<file path="src/rtl/mul_issue_ctrl_if.sv">
// Branch-tag type plus the issue/multiplier/CDB port bundle for mul_issue_ctrl.
// slave = controller side, master = reservation station / multiplier / CDB side.
package mul_issue_ctrl_pkg;
  localparam int unsigned TAG_W = 4;

  typedef struct packed {
    logic             sign;
    logic [TAG_W-1:0] tag;
  } branch_tag_t;

  // True when an op tagged t is killed by a flush of tag f
  function automatic logic flush_match(branch_tag_t t, branch_tag_t f);
    if (t.sign == f.sign) return ((t.tag & f.tag) == f.tag);
    else                  return ((t.tag & f.tag) == t.tag);
  endfunction
endpackage

interface mul_issue_ctrl_if #(
  parameter int unsigned XLEN      = 32,
  parameter int unsigned ROB_IDX_W = 5
);
  import mul_issue_ctrl_pkg::*;

  logic                 issue_valid;
  logic                 issue_ready;
  logic [2:0]           issue_funct3;
  logic [XLEN-1:0]      issue_rs1_v;
  logic [XLEN-1:0]      issue_rs2_v;
  logic [ROB_IDX_W-1:0] issue_rob_idx;
  branch_tag_t          issue_br_tag;
  logic                 flush;
  branch_tag_t          flush_tag;
  logic                 mul_start;
  logic [1:0]           mul_type;
  logic [XLEN-1:0]      mul_a;
  logic [XLEN-1:0]      mul_b;
  branch_tag_t          mul_br_tag;
  logic [2*XLEN-1:0]    mul_p;
  logic                 mul_done;
  logic                 mul_result_taken;
  logic                 cdb_req;
  logic                 cdb_gnt;
  logic [XLEN-1:0]      cdb_data;
  logic [ROB_IDX_W-1:0] cdb_rob_idx;

  modport slave (
    input  issue_valid, issue_funct3, issue_rs1_v, issue_rs2_v, issue_rob_idx, issue_br_tag,
    input  flush, flush_tag, mul_p, mul_done, cdb_gnt,
    output issue_ready, mul_start, mul_type, mul_a, mul_b, mul_br_tag, mul_result_taken,
    output cdb_req, cdb_data, cdb_rob_idx
  );

  modport master (
    output issue_valid, issue_funct3, issue_rs1_v, issue_rs2_v, issue_rob_idx, issue_br_tag,
    output flush, flush_tag, mul_p, mul_done, cdb_gnt,
    input  issue_ready, mul_start, mul_type, mul_a, mul_b, mul_br_tag, mul_result_taken,
    input  cdb_req, cdb_data, cdb_rob_idx
  );
endinterface

</file>
<file path="src/rtl/mul_issue_ctrl.sv">
// Issue/writeback controller for the shift-add multiplier: one RV32M MUL-class op in flight,
// launch, wait for done, pick product half, hold for CDB grant; squashed by matching flush.
module mul_issue_ctrl
  import mul_issue_ctrl_pkg::*;
#(
  parameter int unsigned XLEN      = 32,
  parameter int unsigned ROB_IDX_W = 5
) (
  input  logic           clk,
  input  logic           rst,
  mul_issue_ctrl_if.slave bus
);

  localparam logic [2:0] F3_MUL    = 3'b000;
  localparam logic [2:0] F3_MULHSU = 3'b010;
  localparam logic [2:0] F3_MULHU  = 3'b011;

  typedef enum logic [1:0] {
    S_IDLE,
    S_LAUNCH,
    S_WAIT,
    S_WB
  } state_t;

  state_t               r_state;
  state_t               w_next_state;
  logic [2:0]           r_funct3;
  logic [XLEN-1:0]      r_a;
  logic [XLEN-1:0]      r_b;
  logic [ROB_IDX_W-1:0] r_rob_idx;
  branch_tag_t          r_br_tag;
  logic [XLEN-1:0]      r_result;

  logic            w_own_flush;
  logic            w_in_flush;
  logic            w_issue_ready;
  logic            w_mul_start;
  logic            w_result_taken;
  logic            w_cdb_req;
  logic            w_capture;
  logic [1:0]      w_mul_type;
  logic [XLEN-1:0] w_sel;

  assign w_own_flush = bus.flush && flush_match(r_br_tag, bus.flush_tag);
  assign w_in_flush  = bus.flush && flush_match(bus.issue_br_tag, bus.flush_tag);
  assign w_sel       = (r_funct3 == F3_MUL) ? bus.mul_p[XLEN-1:0] : bus.mul_p[2*XLEN-1:XLEN];
  assign w_capture   = (r_state == S_WAIT) && bus.mul_done && !w_own_flush;

  always_ff @(posedge clk) begin
    if (rst) r_state <= S_IDLE;
    else     r_state <= w_next_state;
  end

  // Op fields are latched on any IDLE issue; a same-cycle flush only suppresses the launch
  always_ff @(posedge clk) begin
    if (rst) begin
      r_funct3  <= '0;
      r_a       <= '0;
      r_b       <= '0;
      r_rob_idx <= '0;
      r_br_tag  <= '0;
      r_result  <= '0;
    end else begin
      if ((r_state == S_IDLE) && bus.issue_valid) begin
        r_funct3  <= bus.issue_funct3;
        r_a       <= bus.issue_rs1_v;
        r_b       <= bus.issue_rs2_v;
        r_rob_idx <= bus.issue_rob_idx;
        r_br_tag  <= bus.issue_br_tag;
      end
      if (w_capture) r_result <= w_sel;
    end
  end

  always_comb begin
    w_next_state   = r_state;
    w_issue_ready  = 1'b0;
    w_mul_start    = 1'b0;
    w_result_taken = 1'b0;
    w_cdb_req      = 1'b0;
    unique case (r_state)
      S_IDLE: begin
        w_issue_ready = 1'b1;
        if (bus.issue_valid && !w_in_flush) w_next_state = S_LAUNCH;
      end
      S_LAUNCH: begin
        if (w_own_flush) begin
          w_next_state = S_IDLE;
        end else if (!bus.flush) begin
          w_mul_start  = 1'b1;
          w_next_state = S_WAIT;
        end
      end
      S_WAIT: begin
        // Ack done even when squashed so the multiplier is released
        w_result_taken = bus.mul_done;
        if (w_own_flush)       w_next_state = S_IDLE;
        else if (bus.mul_done) w_next_state = S_WB;
      end
      S_WB: begin
        if (w_own_flush) begin
          w_next_state = S_IDLE;
        end else begin
          w_cdb_req = 1'b1;
          if (bus.cdb_gnt) w_next_state = S_IDLE;
        end
      end
      default: w_next_state = S_IDLE;
    endcase

    unique case (r_funct3)
      F3_MULHSU: w_mul_type = 2'd2;
      F3_MULHU:  w_mul_type = 2'd0;
      default:   w_mul_type = 2'd1;
    endcase
  end

  assign bus.issue_ready      = w_issue_ready;
  assign bus.mul_start        = w_mul_start;
  assign bus.mul_type         = w_mul_type;
  assign bus.mul_a            = r_a;
  assign bus.mul_b            = r_b;
  assign bus.mul_br_tag       = r_br_tag;
  assign bus.mul_result_taken = w_result_taken;
  assign bus.cdb_req          = w_cdb_req;
  assign bus.cdb_data         = r_result;
  assign bus.cdb_rob_idx      = r_rob_idx;

endmodule

</file>
<file path="src/flat_wrapper.sv">
// flat-port wrapper written by rule: the top's interface ports become plain ports
module mul_issue_ctrl_flat import mul_issue_ctrl_pkg::*;
#(
  parameter int unsigned XLEN      = 32,
  parameter int unsigned ROB_IDX_W = 5
)
  (clk, rst, bus_issue_valid, bus_issue_funct3, bus_issue_rs1_v, bus_issue_rs2_v, bus_issue_rob_idx, bus_issue_br_tag, bus_flush, bus_flush_tag, bus_mul_p, bus_mul_done, bus_cdb_gnt, bus_issue_ready, bus_mul_start, bus_mul_type, bus_mul_a, bus_mul_b, bus_mul_br_tag, bus_mul_result_taken, bus_cdb_req, bus_cdb_data, bus_cdb_rob_idx);
  mul_issue_ctrl_if #(.XLEN(XLEN), .ROB_IDX_W(ROB_IDX_W)) bus_i ();
  input  logic clk;
  input  logic rst;
  input wire logic [$bits(bus_i.issue_valid)-1:0] bus_issue_valid;
  input wire logic [$bits(bus_i.issue_funct3)-1:0] bus_issue_funct3;
  input wire logic [$bits(bus_i.issue_rs1_v)-1:0] bus_issue_rs1_v;
  input wire logic [$bits(bus_i.issue_rs2_v)-1:0] bus_issue_rs2_v;
  input wire logic [$bits(bus_i.issue_rob_idx)-1:0] bus_issue_rob_idx;
  input wire logic [$bits(bus_i.issue_br_tag)-1:0] bus_issue_br_tag;
  input wire logic [$bits(bus_i.flush)-1:0] bus_flush;
  input wire logic [$bits(bus_i.flush_tag)-1:0] bus_flush_tag;
  input wire logic [$bits(bus_i.mul_p)-1:0] bus_mul_p;
  input wire logic [$bits(bus_i.mul_done)-1:0] bus_mul_done;
  input wire logic [$bits(bus_i.cdb_gnt)-1:0] bus_cdb_gnt;
  output wire logic [$bits(bus_i.issue_ready)-1:0] bus_issue_ready;
  output wire logic [$bits(bus_i.mul_start)-1:0] bus_mul_start;
  output wire logic [$bits(bus_i.mul_type)-1:0] bus_mul_type;
  output wire logic [$bits(bus_i.mul_a)-1:0] bus_mul_a;
  output wire logic [$bits(bus_i.mul_b)-1:0] bus_mul_b;
  output wire logic [$bits(bus_i.mul_br_tag)-1:0] bus_mul_br_tag;
  output wire logic [$bits(bus_i.mul_result_taken)-1:0] bus_mul_result_taken;
  output wire logic [$bits(bus_i.cdb_req)-1:0] bus_cdb_req;
  output wire logic [$bits(bus_i.cdb_data)-1:0] bus_cdb_data;
  output wire logic [$bits(bus_i.cdb_rob_idx)-1:0] bus_cdb_rob_idx;
  assign bus_i.issue_valid = bus_issue_valid;
  assign bus_i.issue_funct3 = bus_issue_funct3;
  assign bus_i.issue_rs1_v = bus_issue_rs1_v;
  assign bus_i.issue_rs2_v = bus_issue_rs2_v;
  assign bus_i.issue_rob_idx = bus_issue_rob_idx;
  assign bus_i.issue_br_tag = bus_issue_br_tag;
  assign bus_i.flush = bus_flush;
  assign bus_i.flush_tag = bus_flush_tag;
  assign bus_i.mul_p = bus_mul_p;
  assign bus_i.mul_done = bus_mul_done;
  assign bus_i.cdb_gnt = bus_cdb_gnt;
  assign bus_issue_ready = bus_i.issue_ready;
  assign bus_mul_start = bus_i.mul_start;
  assign bus_mul_type = bus_i.mul_type;
  assign bus_mul_a = bus_i.mul_a;
  assign bus_mul_b = bus_i.mul_b;
  assign bus_mul_br_tag = bus_i.mul_br_tag;
  assign bus_mul_result_taken = bus_i.mul_result_taken;
  assign bus_cdb_req = bus_i.cdb_req;
  assign bus_cdb_data = bus_i.cdb_data;
  assign bus_cdb_rob_idx = bus_i.cdb_rob_idx;
  mul_issue_ctrl #(.XLEN(XLEN), .ROB_IDX_W(ROB_IDX_W)) u_core (.clk(clk), .rst(rst), .bus(bus_i));
endmodule
</file>
<file path="config.mk">
export PLATFORM = sky130hd
export DESIGN_NAME = mul_issue_ctrl_flat
export DESIGN_NICKNAME = d
export VERILOG_FILES = /design/src/rtl/mul_issue_ctrl_if.sv /design/src/rtl/mul_issue_ctrl.sv /design/src/flat_wrapper.sv
export SDC_FILE = /design/constraint.sdc
export NUM_CORES = 1
export LEC_CHECK = 0
export ABC_CLOCK_PERIOD_IN_PS = 2300
export CAP_MARGIN = 20
export CORE_AREA = 3 3 79 155
export CTS_CLUSTER_SIZE = 25
export DETAILED_ROUTE_END_ITERATION = 16
export DIE_AREA = 0 0 82 158
export MAX_ROUTING_LAYER = met4
export PLACE_DENSITY = 0.84
export RECOVER_POWER = 50
export SLEW_MARGIN = 0
export SYNTH_ARGS = -nofsm -noshare
export SYNTH_HDL_FRONTEND = slang
export SYNTH_SLANG_ARGS = --single-unit
</file>
<file path="constraint.sdc">
create_clock -name clk -period 2.3 [get_ports clk]
set_input_delay 0.345 -clock clk [delete_from_list [all_inputs] [get_ports clk]]
set_output_delay 0.345 -clock clk [all_outputs]
set_load 0.01 [all_outputs]
</file>
==> metrics.txt <==
Synth warnings=0; Layout fillers=869; die width=~82 µm; share of layout cells above drive strength 1=approximately 5.8%; Detailed Route WL=16300 µm; clock power share=33.2%; final cell count without fillers=930; Critical Path Stages=7; total gr overflow=0; vias in the first global route=4917; IO buf count=263; Arr. time, crit path=1950 ps; final worst-path cycle share=99.9%; std cell rows=54; detailed placement HPWL=around 12000 µm; Final nets=936; Finish-stage setup viols=0; # H-tree levels=3; worst hold slack=426 ps; Initial Utilization=41.0%; num ports=264; power per standard cell area=667 nW/µm²; cell family contributing the most delay on the critical path=buffers and inverters; status=finished clean; worst vdd ir=467 µV; Area Overhead vs Synth=68.3%; Slew headroom=44.7%; first-pass GRT wire length=24200 µm; sequential share of power=41.9%; Setup crit end kind=primary output; Core ar.=11100 µm²; Die H=158 µm; drt pass-1 iters=5; Tmin final=approximately 2300 ps; register bit total from synthesis=111; Final ANT Viol Nets=0; Comb pwr share=around 25%; worst skew pair latency=between 300 and 400 ps; Fin. Hold Viols=0; Slew Viols, Final=0; hold_buf cts=0; DR vias/cell=5.34; post-route DRC violation count=0; CP Launch Type=primary input; Hold Crit Depth=2; Clock Sinks=~110; crit path buf inv count=4; NetSw=1.42 mW; Net Count, Synth=693; DRT iter0 DRCs=241; max cap viols=0; commonest cells after routing, fill and taps aside=193 x clkdlybuf4s50_1, 156 x nand2_1, 111 x dfxtp_1, 79 x a21oi_1, 68 x dlygate4sd3_1; clk root buf=clkbuf_16; Cell Int Power=3.69 mW; Slowest cell on crit path=clkdlybuf4s50_1; Inserted Clock Buffers=9; Crit Path Category=primary input to primary output; antenna violations before repair=1; slowest stage delay, CP=480 ps; syn_area_per_cell=8.41 µm²; RePlAce Congestion=0.888; clk_skew=8.90 ps; average wire per standard cell=between 15 and 20 µm; largest net degree at the start of global routing=80; die area=13000 µm²; actual slew at the worst max-slew pin=829 ps; post-synthesis cell count=541; Hold Crit Class=primary input to flip-flop; post-synth cell types=34; leakage=3.06 nW; achievable clock frequency=435 MHz; Cell Area, Synth=4550 µm²; WP data required=approximately 2000 ps; placed cells=909; CP Cell Sequence=clkdlybuf4s50_1 -> inv_1 -> a222oi_1 -> buf_4 -> and4_4 -> nor4_1 -> clkdlybuf4s15_1; worst r2r path cells=5; Worst-path clk slew=80 ps; CTS tree=yes; Clock Tree Buf Depth=2; post-synthesis sequential area ratio=around half; vias post-DR=4963; gr usage total=24.8%; leading cell type in the layout, fill and taps excluded=clkdlybuf4s50_1; crit-path max FO=3; sw frac=27.7%
metal layers:
layer  GRT usage (%)  vias to the layer above  wire (µm)
met5               -                        -          0
met4            13.3                        0        737
met3            4.33                       51       1100
met2            44.0                      203       8930
met1            25.0                     2314       5490
li1                -                     2395          -
worst reg2reg max path, stage by stage (launching register included):
cell and delay, ps:
dfxtp_1 350, o221a_2 310, and4_2 230, buf_4 160, nor2_2 630, a311oi_1 200
metrics by stage:
step	total power [mW]	instance area (µm²)	util [%]	worst slack [ps]	setup TNS, ps
finish	5.10	7650	69.1	2.46	0
global route	5.33	7650	69.1	-85.2	-85.2
CTS	5.18	7640	69.0	4.57	0
detailed placement	3.48	7310	65.9	-276	-7890
global placement	3.44	7310	65.9	-242	-4850
floorplan	2.77	4550	-	695	0
layout make-up:
type | count | area [µm²] | area share [%]
antenna | 1 | 2.50 | 0.0327
tap | 140 | 175 | 2.29
clock buffer | 9 | 225 | 2.94
timing repair buffer | 281 | 2800 | 36.6
inverter | 8 | 30.0 | 0.392
multi-input combinational | 373 | 2090 | 27.3
sequential | 111 | 2220 | 29.0
clock inverter | 7 | 104 | 1.36
kinds of logic after synthesis:
group	synth area share, %
flip-flops	48.9
buffers and inverters	5.64
multiplexers	7.04
XOR/XNOR	0.578
AO/OA/AOI/OAI	21.5
AND/OR/NAND/NOR	16.4
worst paths after layout:
check | from | to | slack (ps)
min reg2reg | u_core.bus.mul_b[27] | u_core.bus.mul_b[27] | 450
max reg2reg | u_core.bus.mul_br_tag[1] | u_core.bus.cdb_data[14] | 270
max | bus_flush_tag[1] | bus_cdb_req | 2
min | rst | u_core.bus.mul_b[19] | 430
state kept, by name (all words and copies together) (netlist names):
signal / flops
u_core.r_state: 2
u_core.r_funct3: 3
u_core.bus.mul_br_tag: 5
u_core.bus.mul_a: 32
u_core.bus.mul_b: 32
u_core.bus.cdb_rob_idx: 5
u_core.bus.cdb_data: 32
repair_timing:
| item | CTS | global route |
|---|---|---|
| gates resized for setup | 1 | 1 |
| endpoints found under the setup margin | 1 | 4 |
| pin swaps | 1 | 2 |
| setup buffers | 1 | 2 |
| gates cloned | 0 | 1 |
synth_stat cells:
cell type  number  share of area [%]
nand2_1       157                 13
dfxtp_1       111                 49
a21oi_1        79                8.7
clkbuf_1       33                2.7
a31oi_1        32                4.4
mux2i_1        32                7.0
a311oi_1       30                5.8
buf_2          13                1.4
inv_1           8               0.66
nand2b_1        6               0.83
nor2_1          5               0.41
o21ai_0         4               0.44
buf_6           3               0.74
nand3_1         3               0.33
a311oi_2        2               0.66
nand4_1         2               0.28
nor4_1          2               0.28
o22ai_1         2               0.28
xnor2_1         2               0.39
a2111oi_0       1               0.19
a222oi_1        1               0.22
a32o_1          1               0.22
and2_1          1               0.14
and4_2          1               0.22
and4_4          1               0.25
buf_1           1              0.082
nor2_4          1               0.25
nor2b_1         1               0.14
nor3_1          1               0.11
nor3_2          1               0.22
o221a_2         1               0.25
o31ai_1         1               0.17
o41ai_1         1               0.19
xor2_1          1               0.19
power groups by stage:
stage	combinational (mW)	clock (mW)	sequential (mW)
global placement	1.26	0	2.18
detailed placement	1.29	0	2.18
floorplan	0.540	0	2.24
global route	1.37	1.80	2.15
CTS	1.30	1.73	2.14
finish	1.27	1.70	2.14
Power figures use the tool's default switching activity.
